===== src/rtl/game_pkg.sv =====
// Shared encodings and widths for the game timer path.
package game_pkg;

  localparam int unsigned SEC_W = 6;

  typedef enum logic [1:0] {
    TMR_IDLE     = 2'd0,
    TMR_COUNTING = 2'd1,
    TMR_EXPIRED  = 2'd2
  } tmr_state_t;

  // Decimal digit split of a seconds value (valid for 0..63)
  function automatic logic [3:0] bcd_tens(input logic [SEC_W-1:0] v);
    return 4'(v / SEC_W'(10));
  endfunction

  function automatic logic [3:0] bcd_ones(input logic [SEC_W-1:0] v);
    return 4'(v % SEC_W'(10));
  endfunction

endpackage


===== src/rtl/tick_sync.sv =====
// Two-flop synchronizer plus a registered rising-edge pulse for a slow async level.
module tick_sync (
  input  logic clk,
  input  logic rst_n,
  input  logic din,
  output logic pulse
);

  logic s1;
  logic s2;
  logic s3;

  always_ff @(posedge clk) begin
    if (!rst_n) begin
      s1    <= 1'b0;
      s2    <= 1'b0;
      s3    <= 1'b0;
      pulse <= 1'b0;
    end else begin
      s1    <= din;
      s2    <= s1;
      s3    <= s2;
      pulse <= s2 & ~s3;
    end
  end

endmodule


===== src/rtl/game_countdown_timer.sv =====
// Per-round countdown timer: turns the 1 Hz input into ticks and counts a round down
// to expiry, publishing the remaining time in binary and BCD.
module game_countdown_timer
  import game_pkg::*;
#(
  parameter int unsigned GAME_TIME = 30,
  parameter int unsigned WARN_TIME = 5
) (
  input  logic             clkIn,
  input  logic             reset,
  input  logic             incrementClk,
  input  logic             game_active,
  output logic             timer_expired,
  output logic [SEC_W-1:0] seconds_left,
  output logic [3:0]       tens,
  output logic [3:0]       ones,
  output logic             warn,
  output logic             sec_tick
);

  localparam logic [SEC_W-1:0] LOAD_VAL = SEC_W'(GAME_TIME);
  localparam logic [SEC_W-1:0] WARN_LIM = SEC_W'(WARN_TIME);

  tmr_state_t state;
  logic       act_d;
  logic       start;

  tick_sync u_tick_sync (
    .clk   (clkIn),
    .rst_n (reset),
    .din   (incrementClk),
    .pulse (sec_tick)
  );

  assign start = game_active & ~act_d;

  // State, down-counter and expiry flag; dropping game_active outranks a tick
  always_ff @(posedge clkIn) begin
    if (!reset) begin
      state         <= TMR_IDLE;
      seconds_left  <= LOAD_VAL;
      timer_expired <= 1'b0;
      act_d         <= 1'b0;
    end else begin
      act_d <= game_active;
      case (state)
        TMR_IDLE: begin
          seconds_left  <= LOAD_VAL;
          timer_expired <= 1'b0;
          if (start) begin
            state <= TMR_COUNTING;
          end
        end
        TMR_COUNTING: begin
          if (!game_active) begin
            state         <= TMR_IDLE;
            seconds_left  <= LOAD_VAL;
            timer_expired <= 1'b0;
          end else if (sec_tick) begin
            if (seconds_left > SEC_W'(1)) begin
              seconds_left <= seconds_left - SEC_W'(1);
            end else begin
              seconds_left  <= '0;
              state         <= TMR_EXPIRED;
              timer_expired <= 1'b1;
            end
          end
        end
        TMR_EXPIRED: begin
          if (!game_active) begin
            state         <= TMR_IDLE;
            seconds_left  <= LOAD_VAL;
            timer_expired <= 1'b0;
          end else begin
            seconds_left  <= '0;
            timer_expired <= 1'b1;
          end
        end
        default: begin
          state         <= TMR_IDLE;
          seconds_left  <= LOAD_VAL;
          timer_expired <= 1'b0;
        end
      endcase
    end
  end

  // Display digits and low-time flag follow the counter register with no extra latency
  assign tens = bcd_tens(seconds_left);
  assign ones = bcd_ones(seconds_left);
  assign warn = (state == TMR_COUNTING) && (seconds_left != '0) && (seconds_left <= WARN_LIM);

endmodule

===== config.mk =====
export PLATFORM = sky130hd
export DESIGN_NAME = game_countdown_timer
export DESIGN_NICKNAME = d
export VERILOG_FILES = /design/src/rtl/game_pkg.sv /design/src/rtl/tick_sync.sv /design/src/rtl/game_countdown_timer.sv
export SDC_FILE = /design/constraint.sdc
export NUM_CORES = 1
export LEC_CHECK = 0
export CORE_MARGIN = 3
export CORE_UTILIZATION = 54
export DETAILED_ROUTE_END_ITERATION = 8
export PLACE_DENSITY_LB_ADDON = 0.12
export SLEW_MARGIN = 20
export SYNTH_ARGS = -nofsm -noshare
export SYNTH_HDL_FRONTEND = slang
export SYNTH_HIERARCHICAL = 1
export SYNTH_SLANG_ARGS = --single-unit

===== constraint.sdc =====
create_clock -name clkIn -period 3.8 [get_ports clkIn]
set_input_delay 0.76 -clock clkIn [delete_from_list [all_inputs] [get_ports clkIn]]
set_output_delay 0.76 -clock clkIn [all_outputs]
set_load 0.02 [all_outputs]

# Word-level counts from Yosys, hierarchy flattened
# Index checks and enable logic that the tools add are counted.
dict set report classes {
  reduce_logical 6
  n_bitwise 4
  addsub 1
  n_mux 16
  n_lt_le_gt_ge 2
  eq_ne 6
  div 2
}
# cell count
set ops {}
lappend ops {{$mux 6} 3}
lappend ops {{$pmux 6 s2} 1}
lappend ops {{$mux 2} 5}
lappend ops {{$div 6x4->6 const B} 1}
lappend ops {{$gt 6x1->1 const B} 1}
lappend ops {{$le 6x3->1 const B} 1}
lappend ops {{$mod 6x4->6 const B} 1}
lappend ops {{$pmux 2 s3} 1}
lappend ops {{$reduce_bool 6->1} 1}
lappend ops {{$sub 6x1->6 const B} 1}
lappend ops {{$mux 5} 1}
lappend ops {{$mux 1} 4}
lappend ops {{$ne 2x2->1 const B} 2}
lappend ops {{$reduce_and 4->1} 1}
lappend ops {{$ne 3x2->1 const B} 1}
lappend ops {{$ne 3x3->1 const B} 1}
lappend ops {{$and 1x1->1} 2}
lappend ops {{$eq 2x1->1 const B} 1}
lappend ops {{$eq 2x2->1 const B} 1}
lappend ops {{$logic_and 1x1->1} 2}
lappend ops {{$logic_not 2->1} 1}
lappend ops {{$not 1->1} 2}
lappend ops {{$pmux 1 s2} 1}
lappend ops {{$reduce_and 2->1} 1}
dict set report word_totals {
  regBits 14
  in_bits 4
  wordCells 45
}

# Longest topological paths before layout
# Gate-level depths: netlist (run 1).
dict set report logic_depth {
  depth_word 5
  ltp_mapped 8
}

# Hierarchy
# The synthesis (run 1) kept the hierarchy.
# mod area_each_um2 n_inst cells_per_inst
set modules_own_cells {}
lappend modules_own_cells {game_countdown_timer 953.4 1 117}
lappend modules_own_cells {tick_sync 111.4 1 8}

# Worst setup path after synthesis (run 1)
# Ideal clock, no wire load.
dict set report synth_path {
  kind {reg-to-output}
  from {reg seconds_left[3]}
  to {out ones[3]}
  path_stages_with_launch 9
  path_slack_ns 1.091
  required_ns 3.040
  arrival_ns 1.949
  path_cell_list {dfxtp_1 > buf_6 > and2b_1 > a221oi_1 > a31o_2 > ha_1 > nor4b_1 > a21oi_1 > o211ai_2}
}
dict set report synth_between {
  elab_chain_len 1
}
# item line_no
set synth_rtl {}
lappend synth_rtl {{from (decl)} game_countdown_timer.sv:14} ;# output logic [SEC_W-1:0] seconds_left,
lappend synth_rtl {{from (signal assigned)} game_countdown_timer.sv:61} ;# seconds_left <= seconds_left - SEC_W'(1);
lappend synth_rtl {{$mod 6x4->6} game_pkg.sv:18} ;# return 4'(v % SEC_W'(10));
lappend synth_rtl {{to (decl)} game_countdown_timer.sv:16} ;# output logic [3:0] ones,
# No other way between the ends.

# Worst setup path after layout (run 1)
# Ends and elaborated chain as after synthesis.

==> impl_metrics.csv, run 1 <==
group,metric,value,unit
outcome,outcome,"finished, final reports clean",
clocking,cts_made_buffers,3,
hold_path,hold_path.class,"reg2reg",
floorplan,num_rows,15,
pwr,seqPwrFrac,44.7,%
setup_path,required,3.04,ns
clocking,clk_path_buf_depth,2,
route,drt_drc_violations_left,0,
clocking,path_clk_slew,0.08,ns
placed_design,dpl.hpwl,1739,µm
setup_path,path_max_fanout,14,
run,max-cap-violations,0,
pwr,power.total,0.3622,mW
setup_path,crit_chain,"and2b_1 > a221oi_1 > a31o_2 > ha_1 > nor4b_1 > a21oi_1 > o211ai_2 > clkdlybuf4s50_1",
synthesis,synthMuxAreaShare,2.820,%
setup_path,cp_num_buf_inv,1,
route,routed_via_density,5.813,
synthesis,synth-adder-area-share,9.401,%
setup_path,max_stage_delay,0.61,ns
pwr,p_per_area,282.2,nW/µm²
floorplan,ioPinCount,21,
hold_path,hold_path_depth,2,
cells_and_area,finalNetCount,154,
floorplan,die_w,50.41,µm
placed_design,portBuffers,19,
synthesis,synth_top_area_cell,"dfxtp_1",
clocking,cts_setup_buffers,0,
sta,max_slew_margin,64.49,%
cells_and_area,antenna_cells,0,
clocking,tritoncts,"done",
cells_and_area,area_delta_synth_final,20.56,%
hold_path,min_to,"timer_expired",
route,drt_iter0_drc,22,
sta,fmax,274.2,MHz
synthesis,synth_xor_area_share,1.645,%
synthesis,synthArstFlopShare,0,%
sta,hold_viol,0,
pwr,ir_worst_vdd,0.0002527,V
pwr,swShare,29.50,%
synthesis,synth_compound_area_share,22.56,%
setup_path,reg2reg_to,"state[0]",
setup_path,r2r_start,"seconds_left[1]",
grt,gr-total-overflow,0,
clocking,h-tree-depth,1,
setup_path,r2r_cells,6,
synthesis,synth_cell_type_count,51,
setup_path,crit_type,"reg2out",
pwr,p_int,0.2554,mW
synthesis,yosys_warnings,6,
floorplan,start_util,59.10,%
grt,grt_pass1_vias,954,
synthesis,synth-simple-area-share,29.61,%
grt,grt_max_degree,18,
clocking,cts_root_buffer,"clkbuf_4",
clocking,clk_latency,0.28,ns
clocking,cts.sinks,14,
route,ant_nets,0,
setup_path,cpMaxStageDelayCell,"dfxtp_1",
pwr,p_switching,0.1069,mW
synthesis,ys_top_cells_by_area,"dfxtp_1 26%, ha_1 9.4%, nand2b_1 2.9%",
sta,worst_pin_slew,0.5315,ns
setup_path,cp-start-kind,"flip-flop",
route,drt_pre_antenna_iters,5,
sta,finalCriticalPeriod,3.647,ns
floorplan,core_area,1802,µm²
sta,finalMaxSlewViolations,0,
grt,grt_pass1_wl,4126,µm
setup_path,rrSetupSlack,1.88,ns
synthesis,avgSynthCellArea,8.518,µm²
setup_path,worstSetupEndpointType,"output port",
sta,tns,0,ns
synthesis,synth_top_family_by_area,"simple AND/OR/NAND/NOR gates",
sta,rsz0062_at_grt,"no",
route,wirelength,2313,µm
floorplan,die_area,2541,µm²
route,num_vias,965,
sta,skew,0.001244,ns
floorplan,dieHeight,50.41,µm
pwr,combPwrFrac,25.4,%
synthesis,yosys_most_used_dff,"dfxtp_1",
pwr,clockPowerShare,29.8,%
setup_path,arrival,2.89,ns
sta,finalWorstSetupSlack,0.1535,ns
placed_design,place_congestion,0.8408,
synthesis,synth-edff-count,0,
synthesis,synth_top_area_share,26.32,%
cells_and_area,drive_gt1_share,13.48,%
synthesis,ys_ff_latch,14,
sta,setup_violations,0,
synthesis,seq_area_frac_synth,26.32,%
synthesis,synthCells,125,
grt,grtUsageTotal,20.65,%
sta,fin_crit_sh,95.96,%
synthesis,syn_nets,137,
hold_path,worstHoldStart,"timer_expired",
route,wl_per_cell,13.93,µm
placed_design,place_ws,0.4719,ns
grt,grt_antenna_before_repair,0,
setup_path,path_delay_family,"compound AO/OA/AOI/OAI gates",
pwr,p_leak,0.4897,nW
synthesis,syn_area,1065,µm²
## synthesized netlist by cell type, types with 2 or more instances
master and count:
and2_2 3, buf_2 2, nor2_1 8, inv_1 8, a21oi_1 6, nor3b_1 2, nand3b_1 2, o21ai_1 2
dfxtp_1 14, mux2i_1 3, clkbuf_1 3, nand2_1 5, nor3b_2 2, nand3_1 2, a22oi_1 2, and2b_1 2
nand2b_1 5, buf_4 2, and2_1 3, a211oi_1 3, ha_1 8, o21ai_0 4, o31ai_1 4, nor2b_1 3
## cells in the final DEF, fill, tap and decap left out, drive strengths merged, types with 2 or more instances in the layout
cell           count
nand3b             2
inv                8
dfxtp             14
a22oi              2
nor2               8
a211oi             4
ha                 8
and2               6
nand2              5
and2b              2
clkbuf             4
a21oi              6
nor3               3
nand2b             5
nor2b              3
nand3              2
a31oi              2
clkdlybuf4s50     19
o31ai              4
o21ai              6
mux2i              3
nor3b              4
## routing by layer
metal  track usage [%]  vias to the layer above  wire (µm)
met3             3.858                        4        126
li1                  -                      479          -
met2             38.04                       36       1215
met4             5.381                        0         20
met5                 0                        -          0
met1             24.18                      446        951
## timing repair
action,in CTS,in global routing
hold endpoints to repair,0,0
hold buffers,0,0
gates resized for setup,0,1
setup endpoints to repair,0,1
## kinds of logic (layout without fill, tap and decap cells)
logic type | after synthesis | count (layout)
xor+xnor | 2 | 2
simple gates | 48 | 48
flops | 14 | 14
buf+inv | 16 | 32
other cells | 1 | 1
fa+ha+maj | 8 | 8
compound gates | 33 | 33
mux | 3 | 3
## area by class of cell
| cell class | count | area [µm²] |
|---|---|---|
| clock buffers | 4 | 36.28 |
| fillers | 150 | 518.0 |
| inverters | 8 | 30.03 |
| multi-input cells | 95 | 706.9 |
| flip-flops and latches | 14 | 281.5 |
| well taps | 25 | 31.28 |
| repair buffers | 20 | 197.7 |
## power by group through the flow
stage	Clock, mW	Sequential (mW)	Combinational, mW
global placement	0	0.165	0.0902
floorplan	0	0.165	0.0603
CTS	0.109	0.162	0.0926
finish	0.108	0.162	0.0921
global route	0.114	0.163	0.100
detailed placement	0	0.165	0.0921
## sequential cells by signal (all words and copies together) (netlist names)
| register | flops |
|---|---|
| state | 2 |
| act_d | 1 |
| timer_expired | 1 |
| u_tick_sync/s3 | 1 |
| u_tick_sync/pulse | 1 |
| seconds_left | 6 |
| u_tick_sync/s2 | 1 |
| u_tick_sync/s1 | 1 |
## metrics by stage
| step | cells | hold slack, ns | area, µm² | utilization (%) |
|---|---|---|---|---|
| floorplan | 125 | 0.4263 | 1065 | - |
| global placement | 162 | 0.4297 | 1246 | 69.17 |
| detailed placement | 162 | 0.4423 | 1246 | 69.17 |
| CTS | 166 | 0.4628 | 1282 | 71.18 |
| global route | 166 | 0.4736 | 1284 | 71.25 |
| finish | 166 | 0.4604 | 1284 | 71.25 |
## worst max path at each step
stage	start	endpoint	slack, ns	depth (start not counted)
6_report	seconds_left[3]	ones[3]	0.15	8
5_1_grt	seconds_left[3]	ones[3]	0.009	8
4_1_cts	seconds_left[4]	ones[3]	0.15	8
3_5_place_dp	seconds_left[4]	ones[3]	0.47	8
3_3_place_gp	seconds_left[3]	ones[3]	0.58	8
2_1_floorplan	seconds_left[3]	ones[3]	1.09	8
## tightest hold or removal path: cells and delay by family, from the launching register on
family | cells | cell delay (ns)
flip-flops | 1 | 0.32
AND/OR/NAND/NOR | 1 | 0.05
AO/OA/AOI/OAI | 1 | 0.05
Note: power is estimated with default switching activity, not from simulation.
==> inputs of run 2 (changes only) <==
--- a/config.mk
+++ b/config.mk
@@ -6,11 +6,11 @@
 export NUM_CORES = 1
 export LEC_CHECK = 0
 export CORE_MARGIN = 3
-export CORE_UTILIZATION = 54
+export CORE_UTILIZATION = 55
+export CTS_BUF_LIST = sky130_fd_sc_hd__clkbuf_4 sky130_fd_sc_hd__clkbuf_8
 export DETAILED_ROUTE_END_ITERATION = 8
 export PLACE_DENSITY_LB_ADDON = 0.12
 export SLEW_MARGIN = 20
 export SYNTH_ARGS = -nofsm -noshare
 export SYNTH_HDL_FRONTEND = slang
-export SYNTH_HIERARCHICAL = 1
 export SYNTH_SLANG_ARGS = --single-unit
==> impl_metrics.csv, run 2 <==
group,metric,value,unit
outcome,outcome,"finished, final reports clean",
cells_and_area,antenna_cells,0,
setup_path,path_delay_family,"flip-flops",
sta,fmax,291.9,MHz
synthesis,syn_nets,167,
placed_design,dpl.hpwl,1950,µm
run,max-cap-violations,0,
synthesis,synth_top_area_cell,"dfxtp_1",
synthesis,ys_top_cells_by_area,"dfxtp_1 23%, ha_1 8.2%, o21ai_0 5.8%",
synthesis,ys_ff_latch,14,
cells_and_area,drive_gt1_share,9.524,%
clocking,clk_path_buf_depth,2,
clocking,cts_hold_buffers,0,
route,drt_drc_violations_left,0,
setup_path,cp-start-kind,"flip-flop",
pwr,swShare,39.38,%
hold_path,min_to,"u_tick_sync.pulse",
setup_path,worstSetupEndpointType,"output port",
sta,worst_pin_slew,0.5088,ns
cells_and_area,finish.utilization,69.74,%
clocking,clk_latency,0.29,ns
synthesis,synthCells,155,
synthesis,synth_commonest_cells,"14 x dfxtp_1, 14 x o21ai_0, 12 x nand2_1",
pwr,ir_worst_vdd,0.0002540,V
grt,grt_pass1_vias,1077,
clocking,cts_setup_buffers,0,
sta,skew,0.008546,ns
synthesis,syn_area,1215,µm²
pwr,p_int,0.3404,mW
pwr,clockPowerShare,19.5,%
cells_and_area,reg_top3,"seconds_left: 6 flops, state: 2 flops",
cells_and_area,register_area,280.3,µm²
floorplan,die_w,53,µm
floorplan,core_area,2022,µm²
sta,rsz0062_at_grt,"no",
sta,setup_violations,0,
grt,gr-total-overflow,0,
grt,grt_pass1_wl,4761,µm
pwr,p_per_area,398.2,nW/µm²
hold_path,hold_path.class,"reg2reg",
cells_and_area,top_register,"seconds_left",
sta,hold_ws,0.3846,ns
setup_path,r2r_start,"seconds_left[1]",
pwr,combPwrFrac,47.5,%
synthesis,synth_cell_type_count,51,
pwr,power.total,0.5615,mW
clocking,cts.sinks,14,
sta,tns,0,ns
route,num_vias,1173,
floorplan,start_util,60.09,%
cells_and_area,final_common_cell,"clkdlybuf4s50_1",
synthesis,synth-edff-count,0,
pwr,p_leak,0.5540,nW
cells_and_area,area_delta_synth_final,16.07,%
setup_path,rrSetupSlack,1.83,ns
synthesis,yosys_most_used_dff,"dfxtp_1",
route,drt_iter0_drc,46,
synthesis,yosys_warnings,0,
grt,grt_max_degree,19,
route,drt_pre_antenna_iters,4,
route,ant_nets,0,
cells_and_area,multi_input_area,817.0,µm²
pwr,seqPwrFrac,33.0,%
route,wirelength,2662,µm
sta,finalWorstSetupSlack,0.3742,ns
clocking,cts_root_buffer,"clkbuf_4",
setup_path,crit_chain,"nand3b_1 > a21oi_1 > a311oi_1 > ha_1 > nor2_1 > o21a_1 > o211ai_1 > clkdlybuf4s50_1",
clocking,tritoncts,"done",
grt,grt_antenna_before_repair,0,
grt,grtUsageTotal,22.39,%
setup_path,required,3.04,ns
pwr,p_switching,0.2211,mW
synthesis,seq_area_frac_synth,23.07,%
setup_path,arrival,2.67,ns
floorplan,num_rows,16,
setup_path,cp_num_buf_inv,1,
floorplan,ioPinCount,21,
route,wl_per_cell,13.65,µm
floorplan,die_area,2809,µm²
clocking,h-tree-depth,1,
synthesis,synth_top_area_share,23.07,%
synthesis,avgSynthCellArea,7.838,µm²
route,routed_via_density,6.015,
placed_design,portBuffers,19,
cells_and_area,nFillCells,181,
synthesis,synthArstFlopShare,0,%
placed_design,place_congestion,0.8865,
hold_path,worstHoldStart,"u_tick_sync.s3",
floorplan,dieHeight,53,µm
setup_path,crit_type,"reg2out",
setup_path,path_max_fanout,18,
cells_and_area,largest_reg_flops,6,
setup_path,reg2reg_to,"seconds_left[1]",
clocking,cts_made_buffers,3,
setup_path,max_stage_delay,0.64,ns
sta,hold_viol,0,
setup_path,cpMaxStageDelayCell,"dfxtp_1",
sta,max_slew_margin,66.01,%
placed_design,place_ws,0.7009,ns
sta,fin_crit_sh,90.15,%
cells_and_area,mostFrequentLayoutCells,"19 x clkdlybuf4s50_1, 14 x o21ai_0, 14 x dfxtp_1",
cells_and_area,finalNetCount,181,
sta,finalCriticalPeriod,3.426,ns
setup_path,r2r_cells,6,
clocking,path_clk_slew,0.08,ns
sta,finalMaxSlewViolations,0,
clocking,cts_resized,0,
hold_path,hold_path_depth,1,
==> run 2: cell type report <==
type | count | share of cell area [%]
Timing Repair Buffer | 22 | 15.08
Sequential cell | 14 | 19.88
Tap cell | 27 | 2.396
Multi-Input combinational cell | 120 | 57.94
Clock buffer | 4 | 2.573
Inverter | 8 | 2.130
==> run 2: metal layers <==
metal | up-vias | part of all wire [%] | GRT usage (%) | wire [µm]
met2 | 44 | 46 | 34.92 | 1213
li1 | 579 | - | - | -
met5 | - | 0 | 0 | 0
met4 | 0 | 0 | 2.979 | 0
met3 | 0 | 7.5 | 6.197 | 199
met1 | 550 | 47 | 31.19 | 1249
==> run 2: logic make-up after synthesis <==
family | synth area share, %
other cells | 0.3087
mux | 1.648
flops | 23.07
xor+xnor | 0.7210
fa+ha+maj | 8.239
compound gates | 30.38
buf+inv | 9.680
simple gates | 25.95
==> run 2: how the worst max path moves through the flow <==
stage / from / end / slack (ns) / cells after the start
after floorplan: seconds_left[5] / ones[3] / 1.18 / 8
after global placement: seconds_left[2] / ones[3] / 0.77 / 8
after detailed placement: seconds_left[2] / ones[3] / 0.70 / 8
after CTS: seconds_left[2] / ones[3] / 0.39 / 8
after global routing: seconds_left[2] / ones[3] / 0.13 / 8
final: seconds_left[2] / ones[3] / 0.37 / 8
==> run 2: power by group through the flow <==
stage	clock network (mW)	registers, mW	logic [mW]
floorplan	0	0.182	0.193
global placement	0	0.187	0.258
detailed placement	0	0.188	0.263
CTS	0.111	0.185	0.265
global route	0.120	0.190	0.292
finish	0.109	0.185	0.267
==> run 2: per-stage QoR <==
| step | instances | area (µm²) |
|---|---|---|
| 2_1_floorplan | 155 | 1215 |
| 3_3_place_gp | 191 | 1374 |
| 3_5_place_dp | 191 | 1374 |
| 4_1_cts | 195 | 1410 |
| 5_1_grt | 195 | 1410 |
| 6_report | 195 | 1410 |
==> inputs of run 3 (changes only) <==
--- a/config.mk
+++ b/config.mk
@@ -10,7 +10,7 @@
 export CTS_BUF_LIST = sky130_fd_sc_hd__clkbuf_4 sky130_fd_sc_hd__clkbuf_8
 export DETAILED_ROUTE_END_ITERATION = 8
 export PLACE_DENSITY_LB_ADDON = 0.12
-export SLEW_MARGIN = 20
+export SLEW_MARGIN = 10
 export SYNTH_ARGS = -nofsm -noshare
 export SYNTH_HDL_FRONTEND = slang
 export SYNTH_SLANG_ARGS = --single-unit
==> results of run 3 <==
No change in the layout: final DEF, timing and power equal those of run 2.
